[src/rtl/key_set_ctrl_if.sv]
// key_set_ctrl_if: key pulses in, field select / adjust / blink / done out
interface key_set_ctrl_if;
  logic       key_mode;
  logic       key_up;
  logic       key_down;
  logic       tick_1hz;
  logic [1:0] sel;
  logic       adj_inc;
  logic       adj_dec;
  logic       blink;
  logic       set_done;
  modport master (
    output key_mode, key_up, key_down, tick_1hz,
    input  sel, adj_inc, adj_dec, blink, set_done
  );
  modport slave (
    input  key_mode, key_up, key_down, tick_1hz,
    output sel, adj_inc, adj_dec, blink, set_done
  );
endinterface

[src/rtl/key_set_ctrl.sv]
// key_set_ctrl: time-setting FSM driven by debounced key pulses with idle timeout.
// Define SET_SEC_EN to include the SET_SEC field; otherwise SET_MIN returns to RUN.
module key_set_ctrl #(
  parameter int TIMEOUT_S = 10,
  parameter int TO_W      = 8
) (
  input  logic         clk,
  input  logic         rst,
  key_set_ctrl_if.slave k
);
  localparam logic [1:0] RUN     = 2'd0;
  localparam logic [1:0] SET_HR  = 2'd1;
  localparam logic [1:0] SET_MIN = 2'd2;
`ifdef SET_SEC_EN
  localparam logic [1:0] SET_SEC = 2'd3;
  localparam logic [1:0] MIN_NXT = SET_SEC;
`else
  localparam logic [1:0] MIN_NXT = RUN;
`endif
  localparam logic [TO_W:0] TMAX = (TO_W+1)'(TIMEOUT_S);
  logic [1:0]      st, nxt, mode_nxt;
  logic [TO_W-1:0] cnt;
  logic            set, key, tmo, adj_up, adj_dn;
  assign set      = st != RUN;
  assign key      = k.key_mode | k.key_up | k.key_down;
  assign tmo      = set && k.tick_1hz && !key && ({1'b0, cnt} + (TO_W+1)'(1) == TMAX);
  assign mode_nxt = st == RUN ? SET_HR : st == SET_HR ? SET_MIN : st == SET_MIN ? MIN_NXT : RUN;
  assign nxt      = k.key_mode ? mode_nxt : tmo ? RUN : st;
  assign adj_up   = set && k.key_up && !k.key_down && !k.key_mode;
  assign adj_dn   = set && k.key_down && !k.key_up && !k.key_mode;
  assign k.sel    = st;
  always_ff @(posedge clk or negedge rst) begin
    if (!rst) begin
      st         <= RUN;
      cnt        <= '0;
      k.adj_inc  <= 1'b0;
      k.adj_dec  <= 1'b0;
      k.blink    <= 1'b0;
      k.set_done <= 1'b0;
    end else begin
      st         <= nxt;
      cnt        <= (key || tmo || !set) ? '0 : (k.tick_1hz && cnt != '1) ? cnt + TO_W'(1) : cnt;
      k.adj_inc  <= adj_up;
      k.adj_dec  <= adj_dn;
      k.set_done <= set && nxt == RUN;
      // blank phase is suppressed right after an adjust so the new value shows
      k.blink    <= (nxt == RUN || adj_up || adj_dn) ? 1'b0 : (set && k.tick_1hz) ? ~k.blink : k.blink;
    end
  end
endmodule

[src/flat_wrapper.sv]
// flat-port wrapper written by rule: the top's interface ports become plain ports
module key_set_ctrl_flat 
#(
  parameter int TIMEOUT_S = 10,
  parameter int TO_W      = 8
)
  (clk, rst, k_key_mode, k_key_up, k_key_down, k_tick_1hz, k_sel, k_adj_inc, k_adj_dec, k_blink, k_set_done);
  key_set_ctrl_if k_i ();
  input  logic clk;
  input  logic rst;
  input wire logic [$bits(k_i.key_mode)-1:0] k_key_mode;
  input wire logic [$bits(k_i.key_up)-1:0] k_key_up;
  input wire logic [$bits(k_i.key_down)-1:0] k_key_down;
  input wire logic [$bits(k_i.tick_1hz)-1:0] k_tick_1hz;
  output wire logic [$bits(k_i.sel)-1:0] k_sel;
  output wire logic [$bits(k_i.adj_inc)-1:0] k_adj_inc;
  output wire logic [$bits(k_i.adj_dec)-1:0] k_adj_dec;
  output wire logic [$bits(k_i.blink)-1:0] k_blink;
  output wire logic [$bits(k_i.set_done)-1:0] k_set_done;
  assign k_i.key_mode = k_key_mode;
  assign k_i.key_up = k_key_up;
  assign k_i.key_down = k_key_down;
  assign k_i.tick_1hz = k_tick_1hz;
  assign k_sel = k_i.sel;
  assign k_adj_inc = k_i.adj_inc;
  assign k_adj_dec = k_i.adj_dec;
  assign k_blink = k_i.blink;
  assign k_set_done = k_i.set_done;
  key_set_ctrl #(.TIMEOUT_S(TIMEOUT_S), .TO_W(TO_W)) u_core (.clk(clk), .rst(rst), .k(k_i));
endmodule
[config.mk]
export PLATFORM = sky130hd
export DESIGN_NAME = key_set_ctrl_flat
export DESIGN_NICKNAME = d
export VERILOG_FILES = /design/src/rtl/key_set_ctrl_if.sv /design/src/rtl/key_set_ctrl.sv /design/src/flat_wrapper.sv
export SDC_FILE = /design/constraint.sdc
export NUM_CORES = 1
export LEC_CHECK = 0
export CAP_MARGIN = 20
export CORE_MARGIN = 1
export CORE_UTILIZATION = 36
export CTS_CLUSTER_DIAMETER = 80
export CTS_CLUSTER_SIZE = 25
export DETAILED_ROUTE_END_ITERATION = 10
export SYNTH_ARGS = -nofsm -noshare
export SYNTH_HDL_FRONTEND = slang
export SYNTH_SLANG_ARGS = --single-unit
[constraint.sdc]
create_clock -name clk -period 4.8 [get_ports clk]
set_input_delay 0.48 -clock clk [delete_from_list [all_inputs] [get_ports clk]]
set_output_delay 0.48 -clock clk [all_outputs]
set_load 0.05 [all_outputs]
**Yosys cells after proc, flatten, opt, wreduce, memory -nomap -nowiden**

Cells that the tools add are included.

- Flip-flop bits (word level): 14
- Input port bits: 6
- Logic and storage cells: 47

- Add/subtract/negate cells: 2
- Eq/ne operators: 3
- Multiplexer cells: 8
- Bitwise gates (word level): 3
- Reductions and logical operators: 25

Operators with widths:

| operator | count |
|---|---|
| $mux 8 | 2 |
| $logic_and 1x1->1 | 11 |
| $add 8x1->9 const B | 1 |
| $eq 9x4->1 const B | 1 |
| $add 8x1->8 const B | 1 |
| $mux 2 | 4 |
| $ne 8x8->1 const B | 1 |
| $reduce_bool 2->1 | 3 |
| $logic_not 1->1 | 5 |
| $logic_not 2->1 | 2 |
| $logic_or 1x1->1 | 4 |
| $eq 2x1->1 const B | 1 |
| $mux 1 | 2 |
| $or 1x1->1 | 2 |
| $not 1->1 | 1 |

**Depth between registers and ports, before layout**

- Word-level depth: 11
- Mapped depth: 6
- Gate-level depth less buffers: 6

**Least setup slack after synthesis**

Ideal clock, no wire load.

- Path kind: register -> register
- From: reg u_core.cnt[0]
- To: reg u_core.cnt[1]
- Setup time: 0.086 ns
- Arrival time: 1.627 ns
- Data required time: 4.714 ns
- Path slack: 3.087 ns
- Stages on the path, launching flop included: 6
- Path buffers: 0
- Period minus slack after synthesis: 1.713 ns
- Cells stage by stage: dfrtp_1 ha_1 nand3_2 o31ai_4 mux2_2 nor3_1

- Longest elaborated chain between the ends: 6
- Elaborated cells between the ends (all ways): 11
- Those cells by class: add/sub (2); eq/ne (2); mux (2); reduce/logical (5)

RTL lines:

| what | RTL line | source |
|---|---|---|
| from (decl) | key_set_ctrl.sv:22 | `logic [TO_W-1:0] cnt;` |
| from (signal assigned) | key_set_ctrl.sv:42 | `cnt <= (key \|\| tmo \|\| !set) ? '0 : (k.tick_1hz && cnt != '1) ? cnt + TO_W'(1) : cnt;` |
| $add 8x1->9 | key_set_ctrl.sv:26 | `assign tmo = set && k.tick_1hz && !key && ({1'b0, cnt} + (TO_W+1)'(1) == TMAX);` |
| $eq 9x4->1 | key_set_ctrl.sv:26 |  |
| $logic_and 1x1->1 | key_set_ctrl.sv:26 |  |
| $logic_or 1x1->1 (2 in a row) | key_set_ctrl.sv:42 |  |
| $mux 8 or $reduce_bool 2->1 (tied branches) | n/a |  |

Several ways; a longest one is shown, not always the timed one. The select of a mux whose other input is x is not followed.
A chain may end at the register's enable or synchronous reset.

**Worst setup path after layout**

- From: reg u_core.st[0], in the netlist u_core.k.sel[0]
- To: out k_sel[0]

RTL lines:

| what | RTL line | source |
|---|---|---|
| from (decl) | key_set_ctrl.sv:21 | `logic [1:0] st, nxt, mode_nxt;` |
| from (signal assigned) | key_set_ctrl.sv:41 | `st <= nxt;` |
| to (decl) | flat_wrapper.sv:15 | `output wire logic [$bits(k_i.sel)-1:0] k_sel;` |

No word-level cell between the ends.

==> metrics.cfg <==
[routing]
avgViaCountPerCell=5.33
wl_per_cell_um=13.8
dr.pass1.iters=4
drtIter0Drc=7
route.detailed.drc=0
vias=687
drt_wl_total_um=1790
drtAntennaViolNets=0

[critical_path]
cpPeakStageDelay_ns=0.83
worstPathMaxFanout=6
worstSetupPathType=reg2out
path_depth=1
path_cells=clkdlybuf4s50_1
worst_ep_arrival_time_ns=1.55
worstRegToRegCells=5
cp.required_ns=4.32
slowest_stage=clkdlybuf4s50_1
critPathBufInv=1
crit_family=buffers and inverters
worstSetupStartpointType=flip-flop
end_kind=output pin

[cts]
clkSlewWorstSetupHoldPaths_ns=0.09
cts_setup_buffers=0
htreeDepth=1
clockBufferDepth=2
hold_buffers=0
clock_latency_ns=0.29
ctsResizeCount=0
cts_sinks=14
tritoncts=built
ctsRootBufferMaster=clkbuf_4
cts_buffers=3

[grt]
met1_usage=0.216
use_met2=0.246
grt_pass1_wl_um=3130
antenna_found_initial=0
gr-total-overflow=0
busiest_layer=met2
grt_max_degree=15
grt_usage=0.162
grtUsageMet3=0.0609
first_global_vias=689

[pwr]
power.density_nw_per_um2=340
ir_drop_uv=338
p_sw_w=0.000137
combPwrFrac=0.351
pwr-share-clk=0.243
internal_power_w=0.000225
seqPwrFrac=0.405
p_leak_nw=0.395
sw_frac_of_total=0.379

[worst_hold_path]
hold_path_class=reg2reg
worst_hold_path.num_cells=1

[finish]
final_cells=129
finalInstanceArea_sq_um=1060
final_util=0.464
fill_cells=237
nNetsFinal=110
seq_area_sq_um=350
multi_input_area_sq_um=522
antenna_cells=0
area_growth_pct=17.4
drive_above_1_share=0.158

[floorplan]
rows=17
fp.dieW_um=52.2
die-area_sq_um=2720
start_util=0.395
die_h_um=52.2
ios=12
design.core.area_sq_um=2300

[synth]
synth_area_leader_cell=dfrtp_1
yosysUniqueCellTypes=41
async_reset_ff_frac=1.00
yosysWarningCount=0
syn_area_sq_um=907
synth.area.top_cells=dfrtp_1 (39%), nand2_1 (4.1%), a221oi_4 (2.9%)
yosysSeqAreaShare=0.386
synth_common_cells=dfrtp_1 (14), nand2_1 (10), nor2_1 (5), a21oi_1 (4), o21ai_1 (4)
yosysTopAreaCellShare=0.386
synth_edf_count=0
postSynthCellCount=89
syn_avg_cell_area_sq_um=10.2
synthFlopType=dfrtp_1
synth.most_common_cell=dfrtp_1
syn-num-nets=97
yosys_register_bits=14

[placement]
dp.cells=125
place_area_sq_um=1030
place.gp.congestion=0.770
portBuffers=11
place_hpwl_um=1270

[timing]
fin_skew_ns=0.00819
fmax_ghz=0.492
fin_crit_sh=0.423
setup_tns_ns=0
hold_viol_final=0
worst-slew-pin-transition_ns=0.652
fin_crit_ns=2.03
maxSlewViolCount=0
slew_headroom=0.564
setup_viol=0
hold_ws_ns=0.550
rsz0062_at_grt=false

[run_status]
status=finished clean

[job]
max-cap-violations=0

## power by group through the flow
stage                     registers (W)  clock network [W]  logic [W]
final                          0.000147          0.0000881   0.000127
after floorplan                0.000194                  0  0.0000388
after global placement         0.000150                  0   0.000127
after detailed placement       0.000149                  0   0.000127
after global routing           0.000149          0.0000988   0.000136
after CTS                      0.000147          0.0000905   0.000128
## cell usage in the layout, fill, tap and decap left out, types with 2 or more instances in the layout
master	n
inv_1	3
nor3b_1	2
a21oi_1	4
clkdlybuf4s50_1	11
xor2_1	3
and3_1	3
clkbuf_4	3
dfrtp_1	14
o21ai_0	2
ha_1	2
nor2b_1	2
nor3_1	3
nand3_1	2
or3_1	2
xnor2_1	3
nand2_1	10
nor2_1	5
o21ai_1	4
## cell type report
cell class	count	share of cell area
Timing Repair Buffer	11	0.103
Inverter	3	0.0106
Tap cell	28	0.0329
Multi-Input combinational cell	69	0.490
Clock buffer	4	0.0341
Sequential cell	14	0.329
## flip-flops by register name (all words and copies together), names as in the netlist
register and flops:
u_core.k.blink 1, u_core.cnt 8, u_core.k.sel 2, u_core.k.adj_dec 1, u_core.k.set_done 1, u_core.k.adj_inc 1
## metrics by stage
stage / setup slack [ns] / total power, W
global route: 2.67 / 0.000384
detailed placement: 2.69 / 0.000276
floorplan: 3.09 / 0.000233
global placement: 2.75 / 0.000277
finish: 2.77 / 0.000362
CTS: 2.76 / 0.000365
## cells by family after synthesis
kind of cell | after synthesis | share of synthesized area
buf+inv | 6 | 0.0386
simple gates | 37 | 0.247
mux | 2 | 0.0234
fa+ha+maj | 2 | 0.0276
flops | 14 | 0.386
compound gates | 22 | 0.219
xor+xnor | 6 | 0.0579
## worst reg2reg max path, stage by stage (launching register included)
cell and delay [ns]:
dfrtp_1 0.47, ha_1 0.30, nand3_2 0.19, o31ai_4 0.44
mux2_2 0.38, nor3_1 0.15
## per-layer routing
metal  vias up  share of wire
li1        352              -
met3         2          0.039
met4         0         0.0056
met5         -              0
met2        11           0.46
met1       322           0.50
## worst paths after layout
kind,from,endpoint,slack (ns)
setup reg to reg,u_core.cnt[0]$_DFFE_PN0P_,u_core.cnt[1]$_DFFE_PN0P_,2.78
max in group asynchronous,rst,u_core.k.adj_dec$_DFF_PN0_,3.79
hold reg to reg,u_core.cnt[6]$_DFFE_PN0P_,u_core.cnt[6]$_DFFE_PN0P_,0.55
min in group asynchronous,rst,u_core.cnt[2]$_DFFE_PN0P_,0.58
setup / recovery,u_core.k.sel[0]$_DFF_PN0_,k_sel[0],2.77
hold / removal,u_core.cnt[6]$_DFFE_PN0P_,u_core.cnt[6]$_DFFE_PN0P_,0.55
(Power assumes the default switching activity.)
